<file path="src/rtl/uart_cmd_pkg.sv">
// Shared state encoding, error codes and default header byte for the UART command path.
package uart_cmd_pkg;

    typedef enum logic [2:0] {
        ST_IDLE,
        ST_ADDR,
        ST_DATA,
        ST_CHK,
        ST_WRITE
    } cmd_state_t;

    localparam logic [1:0] ERR_NONE = 2'd0;
    localparam logic [1:0] ERR_CHK  = 2'd1;
    localparam logic [1:0] ERR_TMO  = 2'd2;
    localparam logic [1:0] ERR_OVR  = 2'd3;

    localparam logic [7:0] DEFAULT_HDR_BYTE = 8'hA5;

endpackage

</file>
<file path="src/rtl/uart_frame_timer.sv">
// Inter-byte timeout: down-counter loaded with TICKS on clear, decremented per tick while enabled.
// expired flags the tick that exhausts the budget (or an already exhausted budget); shared with the TX side.
module uart_frame_timer #(
    parameter int TICKS = 320
) (
    input  logic clk,
    input  logic rst,
    input  logic clear,
    input  logic en,
    input  logic tick,
    output logic expired
);

    localparam int CNT_W = $clog2(TICKS + 1);

    logic [CNT_W-1:0] remaining;

    // Clear beats tick, so a strobe coinciding with the final tick restarts the budget.
    always_ff @(posedge clk) begin
        if (rst || clear) begin
            remaining <= CNT_W'(TICKS);
        end else if (en && tick && (remaining != '0)) begin
            remaining <= remaining - CNT_W'(1);
        end
    end

    assign expired = en && ((remaining == '0) || (tick && (remaining == CNT_W'(1))));

endmodule

</file>
<file path="src/rtl/uart_cmd_ctrl.sv">
// Frames UART rx bytes (HDR, ADDR, DATA[, CHK]) into single-beat register writes.
// Build option CMD_CHECKSUM_EN adds the CHK byte and its comparator.
//
// state    | meaning
// ---------+------------------------------------------------------------
// ST_IDLE  | hunting for HDR_BYTE, other bytes discarded silently
// ST_ADDR  | waiting for address byte, range-checked against ADDR_W
// ST_DATA  | waiting for data byte
// ST_CHK   | waiting for checksum byte (ADDR ^ DATA), checksum builds only
// ST_WRITE | o_wr_en held until i_wr_ready, stray bytes flagged as overrun
module uart_cmd_ctrl
    import uart_cmd_pkg::*;
#(
    parameter logic [7:0] HDR_BYTE      = DEFAULT_HDR_BYTE,
    parameter int         ADDR_W        = 4,
    parameter int         TIMEOUT_TICKS = 320
) (
    input  logic              clk,
    input  logic              rst,
    input  logic              b_tick,
    input  logic [7:0]        i_rx_data,
    input  logic              i_rx_done,
    output logic              o_wr_en,
    input  logic              i_wr_ready,
    output logic [ADDR_W-1:0] o_wr_addr,
    output logic [7:0]        o_wr_data,
    output logic              o_err,
    output logic [1:0]        o_err_code,
    output logic              o_busy
);

    cmd_state_t state;
    logic       in_frame;
    logic       tmo_clear;
    logic       tmo_expired;

    assign in_frame  = (state == ST_ADDR) || (state == ST_DATA) || (state == ST_CHK);
    assign tmo_clear = (state == ST_IDLE) || (in_frame && i_rx_done);

    uart_frame_timer #(
        .TICKS (TIMEOUT_TICKS)
    ) u_frame_timer (
        .clk     (clk),
        .rst     (rst),
        .clear   (tmo_clear),
        .en      (in_frame),
        .tick    (b_tick),
        .expired (tmo_expired)
    );

    always_ff @(posedge clk) begin
        if (rst) begin
            state      <= ST_IDLE;
            o_wr_en    <= 1'b0;
            o_wr_addr  <= '0;
            o_wr_data  <= '0;
            o_err      <= 1'b0;
            o_err_code <= ERR_NONE;
            o_busy     <= 1'b0;
        end else begin
            o_err <= 1'b0;
            case (state)
                ST_IDLE: begin
                    if (i_rx_done && (i_rx_data == HDR_BYTE)) begin
                        state  <= ST_ADDR;
                        o_busy <= 1'b1;
                    end
                end
                ST_ADDR: begin
                    if (i_rx_done) begin
                        if ((i_rx_data >> ADDR_W) != 8'd0) begin
                            o_err      <= 1'b1;
                            o_err_code <= ERR_OVR;
                            state      <= ST_IDLE;
                            o_busy     <= 1'b0;
                        end else begin
                            o_wr_addr <= i_rx_data[ADDR_W-1:0];
                            state     <= ST_DATA;
                        end
                    end else if (tmo_expired) begin
                        o_err      <= 1'b1;
                        o_err_code <= ERR_TMO;
                        state      <= ST_IDLE;
                        o_busy     <= 1'b0;
                    end
                end
                ST_DATA: begin
                    if (i_rx_done) begin
                        o_wr_data <= i_rx_data;
`ifdef CMD_CHECKSUM_EN
                        state     <= ST_CHK;
`else
                        state     <= ST_WRITE;
                        o_wr_en   <= 1'b1;
`endif
                    end else if (tmo_expired) begin
                        o_err      <= 1'b1;
                        o_err_code <= ERR_TMO;
                        state      <= ST_IDLE;
                        o_busy     <= 1'b0;
                    end
                end
`ifdef CMD_CHECKSUM_EN
                ST_CHK: begin
                    if (i_rx_done) begin
                        if (i_rx_data == (8'(o_wr_addr) ^ o_wr_data)) begin
                            state   <= ST_WRITE;
                            o_wr_en <= 1'b1;
                        end else begin
                            o_err      <= 1'b1;
                            o_err_code <= ERR_CHK;
                            state      <= ST_IDLE;
                            o_busy     <= 1'b0;
                        end
                    end else if (tmo_expired) begin
                        o_err      <= 1'b1;
                        o_err_code <= ERR_TMO;
                        state      <= ST_IDLE;
                        o_busy     <= 1'b0;
                    end
                end
`endif
                ST_WRITE: begin
                    // A byte landing here is dropped; the pending write is unaffected.
                    if (i_rx_done) begin
                        o_err      <= 1'b1;
                        o_err_code <= ERR_OVR;
                    end
                    if (i_wr_ready) begin
                        o_wr_en <= 1'b0;
                        state   <= ST_IDLE;
                        o_busy  <= 1'b0;
                    end
                end
                default: begin
                    state   <= ST_IDLE;
                    o_wr_en <= 1'b0;
                    o_busy  <= 1'b0;
                end
            endcase
        end
    end

endmodule

</file>
<file path="config.mk">
export PLATFORM = sky130hd
export DESIGN_NAME = uart_cmd_ctrl
export DESIGN_NICKNAME = d
export VERILOG_FILES = /design/src/rtl/uart_cmd_pkg.sv /design/src/rtl/uart_frame_timer.sv /design/src/rtl/uart_cmd_ctrl.sv
export SDC_FILE = /design/constraint.sdc
export NUM_CORES = 1
export LEC_CHECK = 0
export CORE_MARGIN = 10
export CORE_UTILIZATION = 30
export CTS_BUF_LIST = sky130_fd_sc_hd__clkbuf_16
export CTS_CLUSTER_SIZE = 10
export DETAILED_ROUTE_END_ITERATION = 6
export PLACE_DENSITY = 0.61
export REMOVE_ABC_BUFFERS = 1
export SLEW_MARGIN = 25
export SYNTH_ARGS = -nofsm -noshare
export SYNTH_HDL_FRONTEND = slang
export SYNTH_HIERARCHICAL = 1
export SYNTH_SLANG_ARGS = --single-unit
</file>
<file path="constraint.sdc">
create_clock -name clk -period 5.65 [get_ports clk]
set_input_delay 0.565 -clock clk [delete_from_list [all_inputs] [get_ports clk]]
set_output_delay 0.565 -clock clk [all_outputs]
set_load 0.02 [all_outputs]
</file>
== Word level (Yosys, flattened, before mapping) ==
Index checks and enable logic that the tools add are counted.

* Register bits: 29
* Output and inout port bits: 17
* Logic and storage cells: 74

* $add $sub $neg: 1
* Equal/unequal tests: 12
* Muxes and demuxes: 28
* Bitwise gates (word level): 2
* Reductions and logical operators: 23

{| class="wikitable"
|+ Operators with widths
! cell !! number
|-
| 3-bit 2-to-1 mux || 5
|-
| 1-bit 2-to-1 mux || 12
|-
| 2-bit 2-to-1 mux || 6
|-
| 3-bit case mux with 4 select lines || 1
|-
| 9-bit by 1-bit == test with 1-bit output (second input constant) || 1
|-
| 9-bit zero test || 1
|-
| 9-bit nonzero test || 1
|-
| 9-bit by 1-bit subtractor with 9-bit output (second input constant) || 1
|-
| 8-bit == test (second input constant) || 1
|-
| 2-bit inequality test (second input constant) || 4
|-
| 4-bit AND reduction || 2
|-
| 8-bit nonzero test || 1
|-
| 3-bit by 2-bit == test with 1-bit output (second input constant) || 2
|-
| 1-bit logical AND || 6
|-
| 1-bit case mux with 3 select lines || 2
|-
| 2-bit case mux with 3 select lines || 1
|-
| 3-bit AND reduction || 2
|-
| 1-bit logical OR || 5
|-
| 1-bit case mux with 4 select lines || 1
|-
| 2-bit AND reduction || 2
|-
| 3-bit by 1-bit == test with 1-bit output (second input constant) || 1
|-
| 3-bit == test (second input constant) || 1
|-
| 3-bit zero test || 1
|-
| 3-bit by 2-bit inequality test with 1-bit output (second input constant) || 1
|-
| other kinds (4) || 5
|}

== Depth between registers and ports, before layout ==
Gate-level depths: netlist of the first run.

* Depth after elaboration: 7
* Gate-level depth with buffers: 9
* Gate-level depth less buffers: 8

== By module ==
Netlist of the first run, hierarchy kept.

{| class="wikitable"
|+ By module, submodules not included
! module !! instances !! cells an instance !! area each (sq um) !! seq. area each (sq um)
|-
| uart_cmd_ctrl || 1 || 115 || 950.9 || 400.4
|-
| uart_frame_timer || 1 || 60 || 531.8 || 180.2
|}

== Worst setup path before layout of the first run ==
No wires, ideal clock.

* Kind: flip-flop to flip-flop
* From: reg state[1]
* To: reg state[0]
* Arrival: 1799 ps
* Required time: 5516 ps
* Setup slack: 3717 ps
* Stages on the path, launching flop included: 10
* Clock period less this slack: 1933 ps
* Cells stage by stage: dfxtp_1 > clkbuf_1 > nor2_1 > nor2_1 > nand3_1 > nor3_1 > nor2_1 > maj3_1 > a22oi_1 > a211oi_1

* Cells in the longest elaborated chain, start to end: 7
* Elaborated cells between the ends (all ways): 15

{| class="wikitable"
|+ Ends and longest elaborated chain
! element !! line !! RTL
|-
| from (decl) || uart_cmd_ctrl.sv:32 || <nowiki>cmd_state_t state;</nowiki>
|-
| from (signal assigned) || uart_cmd_ctrl.sv:53 || <nowiki>state <= ST_IDLE;</nowiki>
|-
| from (signal assigned) || uart_cmd_ctrl.sv:65 || <nowiki>state <= ST_ADDR;</nowiki>
|-
| from (signal assigned) || uart_cmd_ctrl.sv:74 || <nowiki>state <= ST_IDLE;</nowiki>
|-
| 3-bit by 1-bit == test with 1-bit output or 3-bit by 2-bit == test with 1-bit output (tied branches) || uart_cmd_ctrl.sv:37 || <nowiki>assign in_frame = (state == ST_ADDR) || (state == ST_DATA) || (state == ST_CHK);</nowiki>
|-
| 1-bit logical OR || uart_cmd_ctrl.sv:37 ||
|-
| 1-bit logical OR (*) || uart_cmd_ctrl.sv:37 ||
|-
| via in_frame || uart_cmd_ctrl.sv:33 || <nowiki>logic in_frame;</nowiki>
|-
| 1-bit logical AND (*) || uart_frame_timer.sv:27 || <nowiki>assign expired = en && ((remaining == '0) || (tick && (remaining == CNT_W'(1))));</nowiki>
|-
| via tmo_expired || uart_cmd_ctrl.sv:35 || <nowiki>logic tmo_expired;</nowiki>
|-
| 3-bit 2-to-1 mux (*) || n/a ||
|-
| 3-bit 2-to-1 mux, on equally long branches || n/a ||
|-
| 3-bit case mux with 4 select lines (*) || uart_cmd_ctrl.sv:62 || <nowiki>case (state)</nowiki>
|}

The timed path passes the listed nets; every way through them passes the cells marked *.
A chain may end at the register's enable or synchronous reset.

== Worst setup path in the final report of the first run ==
* From: in i_rx_done
* To: reg o_busy

* Cells in the longest elaborated chain, start to end: 3
* Elaborated cells between the ends (all ways): 7

{| class="wikitable"
|+ Ends and longest elaborated chain
! element !! line !! RTL
|-
| from (decl) || uart_cmd_ctrl.sv:22 || <nowiki>input logic i_rx_done,</nowiki>
|-
| 1-bit logical AND || uart_cmd_ctrl.sv:64 || <nowiki>if (i_rx_done && (i_rx_data == HDR_BYTE)) begin</nowiki>
|-
| 2-bit by 1-bit inequality test with 1-bit output (no line) || n/a ||
|-
| 4-bit AND reduction (no line) || n/a ||
|-
| to (signal assigned) || uart_cmd_ctrl.sv:59 || <nowiki>o_busy <= 1'b0;</nowiki>
|-
| to (signal assigned) || uart_cmd_ctrl.sv:66 || <nowiki>o_busy <= 1'b1;</nowiki>
|-
| to (signal assigned) || uart_cmd_ctrl.sv:75 || <nowiki>o_busy <= 1'b0;</nowiki>
|-
| to (decl) || uart_cmd_ctrl.sv:29 || <nowiki>output logic o_busy</nowiki>
|}

Several ways; a longest one is shown, not always the timed one.

==> results.md, run 1 <==
* Crit path to: o_busy
* Area after DPL at 1810 um2
* WS Path Type: input pin to flip-flop
* Initial DRC Count at 67
* Root buf cell: clkbuf_16
* Crit path cell chain: clkdlybuf4s50_1 > or3b_4 > o41ai_2 > o311ai_1 > mux2_4
* Clk Latency, worst-skew pair at 0.27 ns
* Number of cell rows at 25
* Critical path startpoint category: input pin
* Critical R2R Launch: state[1]
* Yosys cell types at 48
* R2R Setup Slk at 3.48 ns
* Final Cell Area at 1940 um2
* Worst Setup SP: i_rx_done
* Mapped Cells at 175
* Area grow syn2layout at 31.1%
* Post-CTS sizing at 0
* Count of input and output buffers at 29
* Fin. Hold Viols at 0
* PD cells at 242 nW/um2
* Worst EP arrival at 2.45 ns
* Initial antenna violation count at 0
* First-pass GRT wire length at 6460 um
* Ant. Diodes at 0
* Mapped Area at 1480 um2
* Nets@finish at 218
* Setup TNS at 0 ns
* Fmax at 438 MHz
* Vias in the first global route at 1368
* Leakage power at 0.641 nW
* Die height at 90.3 um
* Number of synthesized flops with an enable pin at 0
* CTS tree: yes
* Final Max Tran Viols at 0
* Post-synthesis async set-or-reset flop share at 0%
* Largest net degree at the start of global routing at 26
* Reg2Reg Depth at 8
* Worst-Margin Slew at 0.852 ns
* WL/cell at 13.4 um
* FF-to-FF End: state[0]
* Fillers at 502
* GRT Resource Usage Total at 9.42%
* H-tree levels at 2
* Layout cells sized above 1 at 8.37%
* Final Cycle Share at 40.4%
* Levels on crit path at 5
* Post-layout util at 40.9%
* Syn avg cell area at 8.47 um2
* ANT nets after route at 0
* Total CTS buffers at 5
* Via density at 4.96
* RSZ-0062 raised after global routing: no
* Clock Skew at 0.00373 ns
* HPWL Detailed at 2640 um
* Status: complete, no violations
* Hold buffers post-CTS at 0
* Via count at 1340
* Top FF cell, synth: dfxtp_1
* Post-Route WL at 3630 um
* Required @ worst endpoint at 5.81 ns
* Hold Crit Class: flip-flop to flip-flop
* Core area at 4750 um2
* Tmin final at 2.28 ns
* GRT overflow at 0
* Post-synthesis register bit count at 29
* Max Cap Viol at 0
* Post-CTS Setup Repair Bufs at 0
* Starting Density at 31.2%
* Drt pass-1 iters at 4
* Die W at 90.3 um
* Peak VDD IR at 0.116 mV
* Worst-path clk slew at 0.05 ns
* Ports at 30
* Slowest CP cell: clkdlybuf4s50_1
* Clock Path Buffers at 2
* Buffers & Inverters on Critical Path at 1
* CP delay by family, top: buffers and inverters
* Most frequent cells in the layout: 29 x clkdlybuf4s50_1, 29 x dfxtp_1, 22 x nor2_1, 22 x nand2_1, 14 x a21oi_1
* DIE AREA at 8150 um2
* Slew headroom at 43.0%
* Fin worst setup slack at 3.37 ns
* TritonCTS sink count at 29
* CP endpoint kind: flip-flop
* Place WS at 3.08 ns
* DRC viols at 0
* Synth warnings at 6
* Sequential share of the synthesized area at 39.2%
* Worst Path Max Fanout at 10
* Slowest Stage Delay on Critical Path at 0.63 ns
* RePlAce Congestion at 0.820
* Final setup fails at 0
-- area by class of cell --
| class | count | area [um2] | area share (%) |
|---|---|---|---|
| multi-input combinational | 128 | 817 | 42.0 |
| sequential | 29 | 581 | 29.9 |
| timing repair buffer | 29 | 290 | 14.9 |
| clock buffer | 5 | 125 | 6.44 |
| tap | 67 | 83.8 | 4.31 |
| inverter | 9 | 33.8 | 1.74 |
| clock inverter | 3 | 12.5 | 0.644 |
-- stage by stage --
step	total power [mW]	hold WS, ns	std cells
2_1_floorplan	0.213	0.486	166
3_3_place_gp	0.228	0.443	262
3_5_place_dp	0.228	0.449	262
4_1_cts	0.478	0.458	270
5_1_grt	0.489	0.476	270
6_report	0.470	0.455	270
-- worst min-delay path by stage --
stage / slack (ns) / start / depth (start not counted) / to
6_report: 0.46 / o_wr_data[4] / 2 / o_wr_data[4]
5_1_grt: 0.48 / o_wr_data[3] / 2 / o_wr_data[3]
4_1_cts: 0.46 / o_wr_data[4] / 2 / o_wr_data[4]
3_5_place_dp: 0.45 / o_wr_data[1] / 2 / o_wr_data[1]
3_3_place_gp: 0.44 / o_wr_data[3] / 2 / o_wr_data[3]
2_1_floorplan: 0.49 / u_frame_timer/remaining[1] / 2 / u_frame_timer/remaining[1]
-- cell usage after synthesis (2+ instances only) --
library cell | instances | share of area (%)
nor2b_1 | 3 | 1.3
ha_1 | 3 | 2.5
buf_2 | 2 | 0.68
nor3_1 | 5 | 1.7
clkbuf_1 | 5 | 1.3
nand3_1 | 3 | 1.0
buf_6 | 2 | 1.5
a2111oi_0 | 3 | 1.8
o21ai_0 | 4 | 1.4
nand2b_1 | 3 | 1.3
nand2_1 | 22 | 5.6
mux2i_1 | 6 | 4.1
a21oi_1 | 14 | 4.7
xnor2_1 | 2 | 1.2
inv_1 | 8 | 2.0
nor2_1 | 22 | 5.6
dfxtp_1 | 29 | 39
or3_1 | 2 | 0.84
a211oi_1 | 4 | 2.0
a31oi_1 | 3 | 1.3
nand3b_1 | 3 | 1.5
-- sequential cells by signal, indices dropped and copies added, names as in the netlist --
signal and count:
o_err 1, o_wr_data 8, state 3, o_busy 1, o_wr_en 1, o_err_code 2
u_frame_timer/remaining 9, o_wr_addr 4
-- routing by layer --
layer	wire, um	global-route usage (%)	vias up
li1	-	-	677
met1	1630	10.6	617
met2	1500	13.5	40
met3	440	6.07	6
met4	58	4.51	0
met5	0	0	-
-- power breakdown --
part | internal, mW | total [mW] | switching [mW]
Combinational | 0.00964 | 0.0190 | 0.00937
Sequential | 0.205 | 0.205 | 0.0000874
Clock | 0.159 | 0.246 | 0.0871
Total | 0.373 | 0.470 | 0.0966
-- tightest hold or removal path: stages, from the launching register on --
cell	delay, ns
dfxtp_1	0.30
nand2_1	0.05
a21oi_1	0.05
-- logic make-up after synthesis --
| family | synth area share, % |
|---|---|
| DFF | 39.2 |
| adders and majority gates | 3.21 |
| muxes | 5.06 |
| xor gates and xnor gates | 1.18 |
| AOI/OAI and AO/OA | 18.3 |
| and+or+nand+nor | 27.3 |
| buffers and inverters | 5.74 |
Power figures use the tool's default switching activity.
==> run 2: changes to the inputs <==
Settings changed: PLACE_DENSITY 0.61 to 0.63.
Clock period 5.65 ns to 2 ns, I/O delays scaled along.
==> results.md, run 2 (same netlist as run 1, synthesis figures left out) <==
* Status: complete, no violations
* Total CTS buffers at 5
* Worst-Margin Slew at 0.552 ns
* WS Path Type: flip-flop to flip-flop
* Buffers & Inverters on Critical Path at 1
* Area grow syn2layout at 39.2%
* Clock power frac at 52.2%
* Ports at 30
* Top reg by flops: u_frame_timer/remaining
* Final setup fails at 0
* Final Cycle Share at 91.6%
* DRC viols at 0
* DIE AREA at 8150 um2
* ANT nets after route at 0
* Via density at 4.87
* Fmax at 546 MHz
* Nets@finish at 234
* Worst-path clk slew at 0.05 ns
* Root buf cell: clkbuf_16
* Gate power share at 4.6%
* First-pass GRT wire length at 6730 um
* Initial antenna violation count at 0
* CTS tree: yes
* Required @ worst endpoint at 2.15 ns
* CP delay by family, top: simple AND/OR/NAND/NOR gates
* Max FFs per register at 9
* Starting Density at 31.2%
* Crit path cell chain: nor4_4 > nand3_1 > nor3_1 > buf_4 > nor2_1 > maj3_1 > a22oi_1 > a211oi_1
* Place WS at 0.0238 ns
* Clock Skew at 0.00263 ns
* RSZ-0062 raised after global routing: no
* Tmin final at 1.83 ns
* PD cells at 650 nW/um2
* Hold Crit Class: flip-flop to flip-flop
* H-tree levels at 2
* Number of cell rows at 25
* NetSw at 0.279 mW
* Clk Latency, worst-skew pair at 0.27 ns
* Proportion of power drawn by flip-flops and latches at 43.2%
* Slowest CP cell: maj3_1
* Tot Pwr at 1.34 mW
* Largest net degree at the start of global routing at 23
* Final Max Tran Viols at 0
* GRT Resource Usage Total at 10.1%
* GRT overflow at 0
* Post-Route WL at 3940 um
* Via count at 1394
* Ant. Diodes at 0
* Post-layout util at 43.4%
* Setup TNS at 0 ns
* Fin worst setup slack at 0.168 ns
* CP endpoint kind: flip-flop
* Clock Path Buffers at 2
* Peak VDD IR at 0.450 mV
* Int Pwr at 1.06 mW
* Vias in the first global route at 1464
* Slowest Stage Delay on Critical Path at 0.36 ns
* Max Cap Viol at 0
* Layout cells sized above 1 at 15.1%
* Die W at 90.3 um
* Core area at 4750 um2
* Worst Path Max Fanout at 4
* Leakage power at 0.721 nW
* Biggest regs: u_frame_timer/remaining: 9 flops, o_wr_data: 8 flops, o_wr_addr: 4 flops
* Hold buffers post-CTS at 0
* Fin cells at 286
* Die height at 90.3 um
* Final Cell Area at 2060 um2
* Critical path startpoint category: flip-flop
* RePlAce Congestion at 0.843
* Drt pass-1 iters at 4
* Fin. Hold Viols at 0
* WL/cell at 13.8 um
* Slew headroom at 62.3%
* Count of input and output buffers at 29
* Dpl cells at 278
* Post-CTS sizing at 0
* Worst EP arrival at 1.98 ns
* Sw frac at 20.8%
* Post-CTS Setup Repair Bufs at 0
* TritonCTS sink count at 29
* HPWL Detailed at 2950 um
* Initial DRC Count at 90
* Area after DPL at 1930 um2
* WHS at 0.453 ns
* Most frequent cells in the layout: 29 x clkdlybuf4s50_1, 29 x dfxtp_1, 22 x nor2_1, 22 x nand2_1, 16 x buf_4
## run 2: worst reg2reg max path, delay by kind of cell (launching register included)
kind                     cells  cell delay, ns
AO/OA/AOI/OAI                2            0.23
adder cells (fa/ha/maj)      1            0.36
buffers and inverters        1            0.15
flip-flops                   1            0.35
AND/OR/NAND/NOR              4            0.62
## run 2: power groups by stage
stage	sequential [mW]	combinational, mW	clock, mW
2_1_floorplan	0.591	0.0111	0
3_3_place_gp	0.591	0.0612	0
3_5_place_dp	0.591	0.0618	0
4_1_cts	0.579	0.0618	0.716
5_1_grt	0.578	0.0661	0.747
6_report	0.579	0.0615	0.699
## run 2: final cells by class
type	instances	area [um2]
Clock buffer	5	125
Sequential cell	29	581
Fill cell	491	2690
Timing Repair Buffer	45	410
Inverter	9	33.8
Tap cell	67	83.8
Clock inverter	3	12.5
Multi-Input combinational cell	128	817
## run 2: metal layers
layer	share of wire (%)	track usage, %	routed length [um]
met5	0	0	0
met4	2.4	5.70	96
met1	46	11.1	1800
met2	43	15.3	1680
met3	9.3	5.32	365
## run 2: worst paths after layout
kind / from / endpoint / slack (ns) / depth (start not counted)
worst max-delay path: u_frame_timer/remaining[5] / state[0] / 0.17 / 8
worst min-delay path: o_wr_data[6] / o_wr_data[6] / 0.45 / 2
worst max register to register: u_frame_timer/remaining[5] / state[0] / 0.17 / 8
worst min register to register: o_wr_data[6] / o_wr_data[6] / 0.45 / 2
==> run 3: changes to the inputs <==
Settings changed: CORE_MARGIN 10 to 2.
==> results.md, run 3 (same netlist as run 1, synthesis figures left out) <==
* PD cells at 643 nW/um2
* RePlAce Congestion at 0.857
* Post-CTS sizing at 0
* Peak VDD IR at 0.378 mV
* Post-CTS Setup Repair Bufs at 0
* Largest net degree at the start of global routing at 16
* Hold Crit Class: flip-flop to flip-flop
* Area of the multi-input gates at 825 um2
* WS Path Type: flip-flop to flip-flop
* DR WL met3 at 215 um
* Max FFs per register at 9
* Hold buffers post-CTS at 0
* Max Cap Viol at 0
* Worst-path clk slew at 0.05 ns
* Place WS at 0.0191 ns
* Met1 wire length at 1800 um
* DRC viols at 0
* Area grow syn2layout at 40.7%
* Count of input and output buffers at 29
* Tot Pwr at 1.34 mW
* Worst-Margin Slew at 0.566 ns
* Worst EP arrival at 1.96 ns
* Clk Latency, worst-skew pair at 0.27 ns
* Fin worst setup slack at 0.192 ns
* Root buf cell: clkbuf_16
* Dpl cells at 280
* Via density at 4.76
* Most frequent cells in the layout: 29 x clkdlybuf4s50_1, 29 x dfxtp_1, 22 x nand2_1, 21 x nor2_1, 18 x buf_4
* Drt pass-1 iters at 2
* Final Cycle Share at 90.4%
* Core area at 4750 um2
* WL/cell at 12.1 um
* Crit path cell chain: nor4_4 > nand3_1 > nor3_2 > buf_4 > nor2_1 > maj3_1 > a22oi_1 > a211oi_1
* Initial antenna violation count at 0
* Slowest CP cell: dfxtp_1
* Initial DRC Count at 80
* Number of cell rows at 25
* H-tree levels at 2
* Final Max Tran Viols at 0
* Clock Skew at 0.00527 ns
* Starting Density at 31.2%
* Fmax at 553 MHz
* Slew headroom at 61.3%
* Top reg by flops: u_frame_timer/remaining
* Final setup fails at 0
* Top layer used by detailed routing: met4
* Buffers & Inverters on Critical Path at 1
* First-pass GRT wire length at 5890 um
* Fin. Hold Viols at 0
* Fillers at 480
* Setup TNS at 0 ns
* Vias in the first global route at 1306
* Post-Route WL at 3500 um
* Ant. Diodes at 0
* Reg area at 581 um2
* HPWL Detailed at 2560 um
* DIE AREA at 5520 um2
* Die height at 74.3 um
* DR WL met2 at 1440 um
* CTS tree: yes
* Ports at 30
* Status: complete, no violations
* Total CTS buffers at 5
* Critical path startpoint category: flip-flop
* TritonCTS sink count at 29
* CP endpoint kind: flip-flop
* Nets@finish at 236
* Tmin final at 1.81 ns
* Slowest Stage Delay on Critical Path at 0.35 ns
* CP delay by family, top: simple AND/OR/NAND/NOR gates
* GRT overflow at 0
* ANT nets after route at 0
* Die W at 74.3 um
* Biggest regs: u_frame_timer/remaining: 9 flops, o_wr_data: 8 flops, o_wr_addr: 4 flops
* Via count at 1370
* Worst Path Max Fanout at 4
* RSZ-0062 raised after global routing: no
* Leakage power at 0.731 nW
* GRT Resource Usage Total at 14.2%
* Clock Path Buffers at 2
* Fin cells at 288
* Required @ worst endpoint at 2.15 ns
* Layout cells sized above 1 at 16.7%
run 3: tightest hold or removal path, stage by stage (launching register included):
cell and delay (ns):
dfxtp_1 0.30, nand2_1 0.05, a21oi_1 0.05
run 3: layer usage:
| layer | vias to the layer above | GRT usage, % |
|---|---|---|
| met3 | 7 | 5.56 |
| met1 | 619 | 18.6 |
| met4 | 0 | 5.95 |
| li1 | 712 | - |
| met2 | 32 | 20.9 |
| met5 | - | 0 |
run 3: through the flow:
| stage | hold slack (ns) | area, um2 | utilization, % |
|---|---|---|---|
| 2_1_floorplan | 0.269 | 1430 | - |
| 4_1_cts | 0.455 | 2080 | 43.7 |
| 3_3_place_gp | 0.443 | 1940 | 40.8 |
| 6_report | 0.451 | 2090 | 43.9 |
| 3_5_place_dp | 0.449 | 1940 | 40.8 |
| 5_1_grt | 0.487 | 2090 | 43.9 |
run 3: area by class of cell:
| type | instances | area share (%) |
|---|---|---|
| clock buffers | 5 | 6.00 |
| clock inverters | 3 | 0.600 |
| inverters | 9 | 1.62 |
| multi-input cells | 128 | 39.5 |
| flip-flops and latches | 29 | 27.8 |
| well taps | 67 | 4.02 |
| repair buffers | 47 | 20.4 |
run 3: power by group:
part | switching (mW) | internal (mW)
logic | 0.0278 | 0.0348
registers | 0.000156 | 0.579
clock network | 0.250 | 0.448
total | 0.278 | 1.06
run 3: final timing paths:
path                                   start           end  slack [ns]  cells past startpoint
setup / recovery  u_frame_timer/remaining[5]      state[0]        0.19                      8
hold / removal                  o_wr_data[7]  o_wr_data[7]        0.45                      2
setup reg to reg  u_frame_timer/remaining[5]      state[0]        0.19                      8
hold reg to reg                 o_wr_data[7]  o_wr_data[7]        0.45                      2
